<file path="config.mk">
export PLATFORM = sky130hd
export DESIGN_NAME = core_dbus
export DESIGN_NICKNAME = d
export VERILOG_FILES = /design/src/rtl/core_dbus.sv
export SDC_FILE = /design/constraint.sdc
export NUM_CORES = 1
export LEC_CHECK = 0
export CORE_AREA = 3 3 151 153
export DETAILED_ROUTE_END_ITERATION = 7
export DIE_AREA = 0 0 154 156
export PLACE_DENSITY = 0.71
export SYNTH_ARGS = -nofsm -noshare
export SYNTH_HDL_FRONTEND = slang
export SYNTH_SLANG_ARGS = --single-unit
</file>
<file path="constraint.sdc">
create_clock -name clk -period 3.4 [get_ports clk]
set_clock_uncertainty 0.2 [all_clocks]
set_input_delay 1.02 -clock clk [delete_from_list [all_inputs] [get_ports clk]]
set_output_delay 1.02 -clock clk [all_outputs]
set_load 0.005 [all_outputs]
</file>
<file path="src/rtl/core_dbus.sv">
// core_dbus: bridges the core data port to the data SRAM and a small MMIO window (64-bit timer, UART TX).
// Define DBUS_UART_EN to build the 8N1 UART transmitter; without it uart_txd idles high and the UART registers read 0.
module core_dbus #(
    parameter logic [15:0] MMIO_BASE = 16'hFF00,
    parameter int unsigned BAUD_DIV  = 16
) (
    input  logic        clk,
    input  logic        rst,
    input  logic [15:0] dat_a,
    input  logic [3:0]  dat_we,
    input  logic [31:0] dat_wd,
    input  logic [3:0]  dat_re,
    output logic [31:0] dat_rd,
    output logic [15:0] ram_a,
    output logic [3:0]  ram_we,
    output logic [31:0] ram_wd,
    output logic [3:0]  ram_re,
    input  logic [31:0] ram_rd,
    output logic        tmr_irq,
    output logic        uart_txd
);

    localparam logic [5:0] OFF_MTIME_LO = 6'h00;
    localparam logic [5:0] OFF_MTIME_HI = 6'h01;
    localparam logic [5:0] OFF_CMP_LO   = 6'h02;
    localparam logic [5:0] OFF_CMP_HI   = 6'h03;
    localparam logic [5:0] OFF_STATUS   = 6'h05;

    logic        mmio_hit;
    logic [5:0]  word_off;
    logic        mmio_wr;
    logic        mmio_rd;
    logic [31:0] wr_mask;

    assign mmio_hit = (dat_a[15:8] == MMIO_BASE[15:8]);
    assign word_off = dat_a[7:2];
    assign mmio_wr  = mmio_hit && (|dat_we);
    assign mmio_rd  = mmio_hit && (|dat_re);

    assign ram_a  = dat_a;
    assign ram_wd = dat_wd;
    assign ram_we = mmio_hit ? 4'b0000 : dat_we;
    assign ram_re = mmio_hit ? 4'b0000 : dat_re;

    genvar gi;
    generate
        for (gi = 0; gi < 4; gi++) begin : g_wr_mask
            assign wr_mask[gi*8 +: 8] = {8{dat_we[gi]}};
        end
    endgenerate

    function automatic logic [31:0] merge_bytes(input logic [31:0] old_word,
                                                input logic [31:0] new_word,
                                                input logic [31:0] mask);
        return (old_word & ~mask) | (new_word & mask);
    endfunction

    // ------------------------------------------------------------------
    // Machine timer
    // ------------------------------------------------------------------
    logic [63:0] mtime_reg;
    logic [63:0] mtimecmp_reg;
    logic        tmr_irq_reg;
    logic        wr_mtime_lo;
    logic        wr_mtime_hi;
    logic        wr_cmp_lo;
    logic        wr_cmp_hi;

    assign wr_mtime_lo = mmio_wr && (word_off == OFF_MTIME_LO);
    assign wr_mtime_hi = mmio_wr && (word_off == OFF_MTIME_HI);
    assign wr_cmp_lo   = mmio_wr && (word_off == OFF_CMP_LO);
    assign wr_cmp_hi   = mmio_wr && (word_off == OFF_CMP_HI);

    always_ff @(posedge clk) begin
        if (rst) begin
            mtime_reg    <= 64'h0;
            mtimecmp_reg <= 64'hFFFF_FFFF_FFFF_FFFF;
            tmr_irq_reg  <= 1'b0;
        end else begin
            tmr_irq_reg <= (mtime_reg >= mtimecmp_reg);
            // A software load of either half freezes the whole counter for that cycle.
            if (wr_mtime_lo) begin
                mtime_reg[31:0] <= merge_bytes(mtime_reg[31:0], dat_wd, wr_mask);
            end else if (wr_mtime_hi) begin
                mtime_reg[63:32] <= merge_bytes(mtime_reg[63:32], dat_wd, wr_mask);
            end else begin
                mtime_reg <= mtime_reg + 64'd1;
            end
            if (wr_cmp_lo) begin
                mtimecmp_reg[31:0] <= merge_bytes(mtimecmp_reg[31:0], dat_wd, wr_mask);
            end
            if (wr_cmp_hi) begin
                mtimecmp_reg[63:32] <= merge_bytes(mtimecmp_reg[63:32], dat_wd, wr_mask);
            end
        end
    end

    assign tmr_irq = tmr_irq_reg;

    // ------------------------------------------------------------------
    // UART transmitter
    // ------------------------------------------------------------------
    logic [31:0] status_word;

`ifdef DBUS_UART_EN
    localparam logic [5:0]  OFF_TX    = 6'h04;
    localparam int unsigned BAUD_W    = $clog2(BAUD_DIV);
    localparam logic [BAUD_W-1:0] BAUD_LAST = BAUD_W'(BAUD_DIV - 1);
    localparam logic [BAUD_W-1:0] BAUD_ONE  = BAUD_W'(1);

    typedef enum logic [1:0] {
        IDLE  = 2'd0,
        START = 2'd1,
        DATA  = 2'd2,
        STOP  = 2'd3
    } uart_state_t;

    uart_state_t       state_reg;
    logic [BAUD_W-1:0] baud_reg;
    logic [2:0]        bit_idx_reg;
    logic [2:0]        bit_idx_next;
    logic [7:0]        tx_byte_reg;
    logic              txd_reg;
    logic              ovr_reg;
    logic              busy;
    logic              tx_wr;
    logic              status_rd;

    assign tx_wr        = mmio_hit && (word_off == OFF_TX) && dat_we[0];
    assign status_rd    = mmio_rd && (word_off == OFF_STATUS);
    assign busy         = (state_reg != IDLE);
    assign bit_idx_next = bit_idx_reg + 3'd1;

    always_ff @(posedge clk) begin
        if (rst) begin
            state_reg   <= IDLE;
            baud_reg    <= '0;
            bit_idx_reg <= 3'd0;
            tx_byte_reg <= 8'h00;
            txd_reg     <= 1'b1;
            ovr_reg     <= 1'b0;
        end else begin
            // Overrun set takes priority over the read-to-clear.
            if (tx_wr && busy) begin
                ovr_reg <= 1'b1;
            end else if (status_rd) begin
                ovr_reg <= 1'b0;
            end

            case (state_reg)
                IDLE: begin
                    if (tx_wr) begin
                        tx_byte_reg <= dat_wd[7:0];
                        state_reg   <= START;
                        txd_reg     <= 1'b0;
                        baud_reg    <= BAUD_LAST;
                    end
                end
                START: begin
                    if (baud_reg == '0) begin
                        state_reg   <= DATA;
                        bit_idx_reg <= 3'd0;
                        txd_reg     <= tx_byte_reg[0];
                        baud_reg    <= BAUD_LAST;
                    end else begin
                        baud_reg <= baud_reg - BAUD_ONE;
                    end
                end
                DATA: begin
                    if (baud_reg == '0) begin
                        baud_reg <= BAUD_LAST;
                        if (bit_idx_reg == 3'd7) begin
                            state_reg <= STOP;
                            txd_reg   <= 1'b1;
                        end else begin
                            bit_idx_reg <= bit_idx_next;
                            txd_reg     <= tx_byte_reg[bit_idx_next];
                        end
                    end else begin
                        baud_reg <= baud_reg - BAUD_ONE;
                    end
                end
                STOP: begin
                    if (baud_reg == '0) begin
                        state_reg <= IDLE;
                        txd_reg   <= 1'b1;
                    end else begin
                        baud_reg <= baud_reg - BAUD_ONE;
                    end
                end
                default: begin
                    state_reg <= IDLE;
                    txd_reg   <= 1'b1;
                end
            endcase
        end
    end

    assign status_word = {30'h0, ovr_reg, busy};
    assign uart_txd    = txd_reg;
`else
    assign status_word = 32'h0;
    assign uart_txd    = 1'b1;
`endif

    // ------------------------------------------------------------------
    // Read return path
    // ------------------------------------------------------------------
    logic [31:0] mmio_rdata_next;
    logic [31:0] mmio_rdata_reg;
    logic        rd_mmio_reg;
    logic        post_rst_reg;

    // Sampled from current register state, so a same-cycle write is not visible.
    always_comb begin
        mmio_rdata_next = 32'h0;
        case (word_off)
            OFF_MTIME_LO: mmio_rdata_next = mtime_reg[31:0];
            OFF_MTIME_HI: mmio_rdata_next = mtime_reg[63:32];
            OFF_CMP_LO:   mmio_rdata_next = mtimecmp_reg[31:0];
            OFF_CMP_HI:   mmio_rdata_next = mtimecmp_reg[63:32];
            OFF_STATUS:   mmio_rdata_next = status_word;
            default:      mmio_rdata_next = 32'h0;
        endcase
    end

    always_ff @(posedge clk) begin
        if (rst) begin
            rd_mmio_reg    <= 1'b0;
            mmio_rdata_reg <= 32'h0;
            post_rst_reg   <= 1'b1;
        end else begin
            rd_mmio_reg  <= mmio_rd;
            post_rst_reg <= 1'b0;
            if (mmio_rd) begin
                mmio_rdata_reg <= mmio_rdata_next;
            end
        end
    end

    // The SRAM output is meaningless right after reset, so mask it for that one cycle.
    assign dat_rd = rd_mmio_reg  ? mmio_rdata_reg :
                    post_rst_reg ? 32'h0          : ram_rd;

endmodule

</file>
### Yosys cells after proc, flatten, opt, wreduce, memory -nomap -nowiden

Cells that the tools add are included.

* register bits after elaboration: 163
* bits in writable memories: 0
* output and inout port bits: 90
* input port bits: 90
* bits in read-only memories: 0
* bits in latches: 0
* logic and storage cells: 43
* memories: 0

* $lt $le $gt $ge: 1
* mux-type cells: 9
* $add $sub $neg: 1
* equality and inequality tests: 5
* div/mod/pow operators: 0
* bitwise logic cells: 10
* $mul: 0
* reduce and logical (&&, ||, !) cells: 9
* shifts and indexed selects: 0

Operators by type and width (count)
* $and A32 B32 Y32: 5
* $mux W32: 5
* $or A32 B32 Y32: 4
* $pmux W32 S4: 1
* $add A64 B1 Y64 const B: 1
* $ge A64 B64 Y1: 1
* $not A32 Y32: 1
* $eq A6 B2 Y1 const B: 2
* $eq A8 B8 Y1 const B: 1
* $mux W4: 2
* $reduce_or A4 Y1: 2
* $eq A6 B1 Y1 const B: 1
* $logic_and A1 B1 Y1: 6
* $logic_not A6 Y1: 1
* $ne A2 B2 Y1 const B: 1
* $mux W1: 1

### Logic depth before layout (Yosys ltp)

Gate-level depths: netlist (run 1).

* word-level depth: 5
* mapped depth: 10
* depth with buffers taken out: 8

### Worst setup path before layout (run 1)

Ideal clock, no wire load.

* path kind: input -> register
* start: input dat_a[5]
* end: register with a tool-made name
* required time: 3.080 ns
* setup slack: 0.241 ns
* path buffers: 2
* setup time: 0.120 ns
* stages: 8
* arrival time: 2.839 ns
* path through: or4_1 nor3_1 and3_1 and2_1 clkbuf_1 buf_2 nor2_1 a211o_1

RTL lines
* start: declaration: RTL line 9 `input logic [15:0] dat_a,`

### Worst setup path after layout (run 1)

* start: input ram_rd[16]
* end: output dat_rd[16]

* longest elaborated chain between the ends: 2

RTL lines
* start: declaration: RTL line 18 `input logic [31:0] ram_rd,`
* $mux W32: RTL line 243 `post_rst_reg ? 32'h0 : ram_rd;`
* $mux W32: RTL line 242 `assign dat_rd = rd_mmio_reg ? mmio_rdata_reg :`
* end: declaration: RTL line 13 `output logic [31:0] dat_rd,`

Every way passes these cells.

==> flow_summary_export.csv, run 1 <==
group,metric,value,unit
outcome,status,"complete, no violations",
job,maxCapViolCount,0,
setup_path,crit_start,"ram_rd[16]",
global_routing,grt_pass1_vias,10787,
placement,hpwl,28500,um
floorplan,core.rowCount,54,
routing,firstDrtPassIters,6,
setup_path,cp_max_fo,1,
logic_synthesis,syn_area_per_cell,8.25,um^2
routing,ant_nets,0,
logic_synthesis,yosysWarnings,0,
logic_synthesis,synth-seq-cells,163,
floorplan,core-area,21700,um^2
setup_path,crit_arrival,2.15,ns
setup_path,cp_slowest_stage_delay,0.52,ns
power,power_leakage,6.02,nW
cells_and_area,fin_area,14000,um^2
clock_network,cts.sinks,163,
global_routing,use_met1,41.4,%
logic_synthesis,synth-main-ff-cell,"dfxtp_1",
global_routing,grt-ovfl-total,0,
floorplan,die_h,156,um
sta,whs,0.253,ns
cells_and_area,antenna_cells,0,
floorplan,start_util,49.6,%
setup_path,ff2ff_setup_slack,0.40,ns
routing,drcViolationCount,0,
power,power,4.30,mW
clock_network,cts_tree,"yes",
global_routing,grt-busiest-layer,"met2",
routing,via_count,11255,
floorplan,die-area,24000,um^2
placement,portBuffers,174,
clock_network,cts_root_buffer,"clkbuf_16",
logic_synthesis,synth_cells,1302,
setup_path,crit_end,"dat_rd[16]",
routing,routed_wl,37500,um
logic_synthesis,synth_nets,1457,
cells_and_area,fin_util,64.6,%
clock_network,cts_buffers,17,
logic_synthesis,synth_seq_area_share,30.4,%
routing,vias_per_cell,6.22,
clock_network,postCtsHoldBufs,0,
setup_path,reg2reg_depth,8,
floorplan,io_pins,180,
global_routing,grt_usage,30.8,%
clock_network,htreeDepth,4,
power,p_per_area,307,nW/um^2
cells_and_area,nets,1672,
global_routing,grt_max_degree,59,
setup_path,crit_chain,"clkdlybuf4s50_1, a22o_1, clkdlybuf4s50_1",
cells_and_area,syn2layout_area_growth,30.4,%
sta,slew_headroom,54.5,%
hold_path,min_path_type,"reg2reg",
hold_path,min_from,"mmio_rdata_reg[30]$_SDFFE_PP0P_",
sta,tightest_slew,0.676,ns
routing,drt_iter0_markers,1149,
global_routing,antenna_found_initial,0,
setup_path,path_depth,3,
global_routing,gr-usage-met2,49.0,%
setup_path,slowest_stage,"clkdlybuf4s50_1",
clock_network,clk_latency,0.44,ns
setup_path,cpMostUsedCell,"clkdlybuf4s50_1",
sta,layout_worst_path_cycle_share,99.3,%
floorplan,dieWidth,154,um
global_routing,grt_pass1_wl,59300,um
cells_and_area,drive_above_1_share,16.4,%
sta,fmax,0.296,GHz
logic_synthesis,synth_area,10700,um^2
setup_path,crit_path_end_kind,"output pin",
setup_path,crit_type,"in2out",
power,peakVddDrop,0.000327,V
clock_network,cts_buffer_depth,2,
sta,report.final.slew_viol_count,0,
placement,dpl_cell_area,13400,um^2
sta,finalHoldViolations,0,
setup_path,critPathTopFamily,"buffers and inverters",
setup_path,cp-start-kind,"input port",
global_routing,met3_usage,7.02,%
routing,drt-wirelength-per-cell,20.7,um
setup_path,cp.required,2.18,ns
logic_synthesis,synthDistinctLibCells,75,
setup_path,crit_buf_inv,2,
placement,globalplace.congestion,0.953,
clock_network,path_clk_slew,0.06,ns
sta,finalSetupViolCount,0,
logic_synthesis,synth_edf_count,0,
logic_synthesis,async_flop_share,0,%
sta,fin_crit,3.37,ns
cell families after synthesis:
family | synth area share (%)
AO/OA/AOI/OAI | 20.4
XOR/XNOR | 0.0815
adder cells (fa/ha/maj) | 7.57
buffers and inverters | 9.42
flip-flops | 30.4
multiplexers | 9.36
other | 0.0349
AND/OR/NAND/NOR | 22.8
cell type report:
class | instances | area, um^2
timing repair buffer | 330 | 3040
multi-input combinational | 925 | 6500
clock inverter | 14 | 130
sequential | 163 | 3260
tap | 280 | 350
fill | 1877 | 7670
inverter | 80 | 300
clock buffer | 18 | 429
report_power, final:
group	internal (mW)	switching, mW
logic	0.279	0.226
clock network	1.02	0.863
registers	1.91	0.00743
worst reg2reg max path: stages (launching register included):
cell     delay, ns
dfxtp_1       0.51
nand3_1       0.29
or3_1         0.51
buf_4         0.22
nor3_1        0.32
buf_4         0.21
nand3_1       0.16
or3_1         0.36
a31oi_1       0.15
cell usage in the layout, fill, tap and decap left out, types with 38 or more instances in the layout:
| cell | Yosys | layout |
|---|---|---|
| nor2_1 | 81 | 79 |
| nand4_1 | 38 | 38 |
| inv_1 | 79 | 79 |
| nand3_1 | 77 | 76 |
| ha_1 | 65 | 65 |
| nand2_1 | 135 | 135 |
| clkdlybuf4s50_1 | 0 | 150 |
| dfxtp_1 | 163 | 163 |
| o211ai_1 | 44 | 44 |
| buf_4 | 49 | 144 |
| nor3_1 | 44 | 43 |
| a21oi_1 | 92 | 92 |
synth_stat cells, types with 3 or more instances:
cell type | number | area (um^2)
o21ai_0 | 20 | 100
a31oi_1 | 11 | 68.8
mux4_2 | 31 | 698
a31o_2 | 3 | 26.3
ha_1 | 65 | 813
a22oi_1 | 4 | 30.0
mux2_2 | 9 | 101
a21o_1 | 11 | 82.6
a21oi_1 | 92 | 460
and3_1 | 25 | 156
a32oi_1 | 3 | 26.3
nand2_1 | 135 | 507
inv_1 | 79 | 297
a211o_1 | 26 | 228
o31ai_1 | 4 | 30.0
a22o_1 | 32 | 280
mux2i_1 | 18 | 180
nand3_1 | 77 | 385
a211oi_1 | 22 | 165
nor3_1 | 44 | 220
dfxtp_1 | 163 | 3260
nor2_1 | 81 | 304
a2111oi_0 | 3 | 26.3
or4_1 | 4 | 30.0
buf_4 | 49 | 368
and2_1 | 12 | 75.1
clkbuf_1 | 65 | 244
o211ai_1 | 44 | 330
and4_1 | 5 | 43.8
nand4_1 | 38 | 238
nor4_1 | 21 | 131
nor3b_1 | 4 | 30.0
or3_1 | 10 | 62.6
nor2b_1 | 11 | 68.8
a311oi_1 | 10 | 87.6
buf_2 | 8 | 40.0
nand2b_1 | 8 | 50.1
buf_1 | 10 | 37.5
how the worst min path moves through the flow:
stage / end / slack, ns / cells past startpoint
floorplan: mmio_rdata_reg[0]$_SDFFE_PP0P_ / 0.23 / 2
global route: mmio_rdata_reg[25]$_SDFFE_PP0P_ / 0.27 / 2
finish: mmio_rdata_reg[30]$_SDFFE_PP0P_ / 0.25 / 2
global placement: mmio_rdata_reg[30]$_SDFFE_PP0P_ / 0.24 / 2
CTS: mmio_rdata_reg[30]$_SDFFE_PP0P_ / 0.25 / 2
detailed placement: mmio_rdata_reg[25]$_SDFFE_PP0P_ / 0.24 / 2
through the flow:
stage               instances  TNS (ns)  setup WS, ns
global placement         1771    -25.96        -0.330
finish                   1810         0        0.0255
CTS                      1810         0       0.00728
global route             1810    -0.315       -0.0628
floorplan                1302         0         0.241
detailed placement       1771    -29.82        -0.385
timing repair:
action,in CTS,in global routing
pin swaps,3,0
buffers inserted,7,0
resized for setup,22,5
hold endpoints to repair,0,0
endpoints found under the setup margin,10,57
routing by layer:
layer	up-vias	share of wire (%)
met5	-	0
met4	0	3.1
met3	74	9.5
met2	586	45
met1	5365	42
li1	5230	-
Note: power is estimated with default switching activity, not from simulation.
==> run 2: changes to the inputs <==
--- a/config.mk
+++ b/config.mk
@@ -8,7 +8,9 @@
 export CORE_AREA = 3 3 151 153
 export DETAILED_ROUTE_END_ITERATION = 7
 export DIE_AREA = 0 0 154 156
-export PLACE_DENSITY = 0.71
+export DONT_BUFFER_PORTS = 1
+export HOLD_SLACK_MARGIN = 0.02
+export PLACE_DENSITY = 0.6
 export SYNTH_ARGS = -nofsm -noshare
 export SYNTH_HDL_FRONTEND = slang
 export SYNTH_SLANG_ARGS = --single-unit
==> run 2 against run 1 <==
Critical path depth is 2 higher. Die area stayed put. Sequential power hardly changed. Fmax is 12% higher. Critical path type unchanged. Largest power group is now the clock network.
==> flow_summary_export.csv, run 2 (synthesis gave the netlist of run 1 again) <==
group,metric,value,unit
clock_network,postCtsHoldBufs,0,
routing,highest_layer,"met4",
cells_and_area,nets,1411,
sta,fin_ws,0.387,ns
hold_path,min_from,"mmio_rdata_reg[10]$_SDFFE_PP0P_",
setup_path,cp_max_fo,9,
outcome,status,"complete, no violations",
routing,drcViolationCount,0,
sta,tightest_slew,0.699,ns
clock_network,cts_resized,0,
routing,ant_nets,0,
placement,portBuffers,0,
setup_path,crit_path_end_kind,"output pin",
hold_path,min_path_type,"reg2reg",
global_routing,grt_max_degree,121,
setup_path,cp-start-kind,"input port",
global_routing,antenna_found_initial,0,
power,combPwrFrac,3.7,%
setup_path,crit_start,"dat_a[11]",
clock_network,cts_buffers,17,
sta,finalSetupViolCount,0,
global_routing,grt-ovfl-total,0,
setup_path,crit_type,"in2out",
cells_and_area,syn2layout_area_growth,8.07,%
routing,firstDrtPassIters,5,
power,p_int,3.17,mW
routing,vias_per_cell,6.48,
cells_and_area,drive_above_1_share,12.5,%
floorplan,core.rowCount,54,
power,p_per_area,356,nW/um^2
clock_network,cts_root_buffer,"clkbuf_16",
sta,setup_tns,0,ns
placement,hpwl,25700,um
global_routing,grt_pass1_wl,55300,um
routing,wl_met3,3350,um
placement,dp_slack,0.0689,ns
job,maxCapViolCount,0,
routing,drt-wirelength-per-cell,22.8,um
power,power_leakage,4.86,nW
clock_network,cts_tree,"yes",
clock_network,path_clk_slew,0.07,ns
floorplan,core-area,21700,um^2
routing,drt_iter0_markers,1001,
sta,fmax,0.332,GHz
power,clkPwrFrac,50.0,%
cells_and_area,final_common_cell,"dfxtp_1",
setup_path,crit_arrival,1.79,ns
sta,fin_crit,3.01,ns
cells_and_area,antenna_cells,0,
sta,layout_worst_path_cycle_share,88.6,%
clock_network,cts.sinks,163,
routing,via_count,10033,
power,p_switching,0.960,mW
setup_path,cp.required,2.18,ns
global_routing,grt_usage,29.1,%
sta,slew_headroom,53.0,%
power,p_seq_share,46.3,%
clock_network,post_cts_buffers,0,
clock_network,htreeDepth,4,
placement,globalplace.congestion,0.942,
floorplan,die_h,156,um
sta,rsz0062_at_grt,"no",
power,switching_share,23.2,%
floorplan,die-area,24000,um^2
floorplan,start_util,49.6,%
sta,finalHoldViolations,0,
clock_network,clk_latency,0.44,ns
cells_and_area,mostFrequentLayoutCells,"dfxtp_1 (163), nand2_1 (135), a21oi_1 (92)",
floorplan,io_pins,180,
floorplan,dieWidth,154,um
clock_network,cts_buffer_depth,2,
global_routing,grt_pass1_vias,9628,
routing,wl_met1,15100,um
routing,route.met2.wl,16100,um
routing,routed_wl,35300,um
sta,report.final.slew_viol_count,0,
power,peakVddDrop,0.000302,V
run 2: final timing paths:
kind | end | slack (ns) | cells after the start
hold / removal | mmio_rdata_reg[10]$_SDFFE_PP0P_ | 0.25 | 2
setup / recovery | ram_we[2] | 0.39 | 5
setup reg to reg | flip-flop | 0.41 | 6
hold reg to reg | mmio_rdata_reg[10]$_SDFFE_PP0P_ | 0.25 | 2
run 2: final cells by class:
class                      instances  area, um^2
fill                            2080       10100
multi-input combinational        925        6490
sequential                       163        3260
timing repair buffer              69         593
clock buffer                      19         443
tap                              280         350
inverter                          80         300
clock inverter                    13         171
run 2: per-layer routing:
metal  up-vias  global-route usage, %
met5         -                      0
met1      4783                   39.3
met3        55                   7.66
li1       4692                      -
met2       503                   46.7
met4         0                   7.49
run 2: per-stage QoR:
stage | instances | hold WS (ns) | instance area, um^2 | power (mW) | utilization, %
2_1_floorplan | 1302 | 0.232 | 10700 | 2.16 | -
3_3_place_gp | 1517 | 0.233 | 11000 | 2.11 | 50.7
3_5_place_dp | 1517 | 0.239 | 11000 | 2.11 | 50.7
4_1_cts | 1549 | 0.249 | 11600 | 4.15 | 53.6
5_1_grt | 1549 | 0.259 | 11600 | 4.25 | 53.6
6_report | 1549 | 0.245 | 11600 | 4.13 | 53.6
run 2: power groups by stage:
stage / sequential, mW / clock, mW / combinational, mW
6_report: 1.91 / 2.07 / 0.152
5_1_grt: 1.91 / 2.17 / 0.164
4_1_cts: 1.91 / 2.09 / 0.153
3_5_place_dp: 1.96 / 0 / 0.152
3_3_place_gp: 1.96 / 0 / 0.152
2_1_floorplan: 1.96 / 0 / 0.199
run 2: critical path, cell delays in order:
cell,delay [ns]
nand4_1,0.12
nor2_1,0.17
buf_4,0.23
buf_4,0.18
nor2b_1,0.06
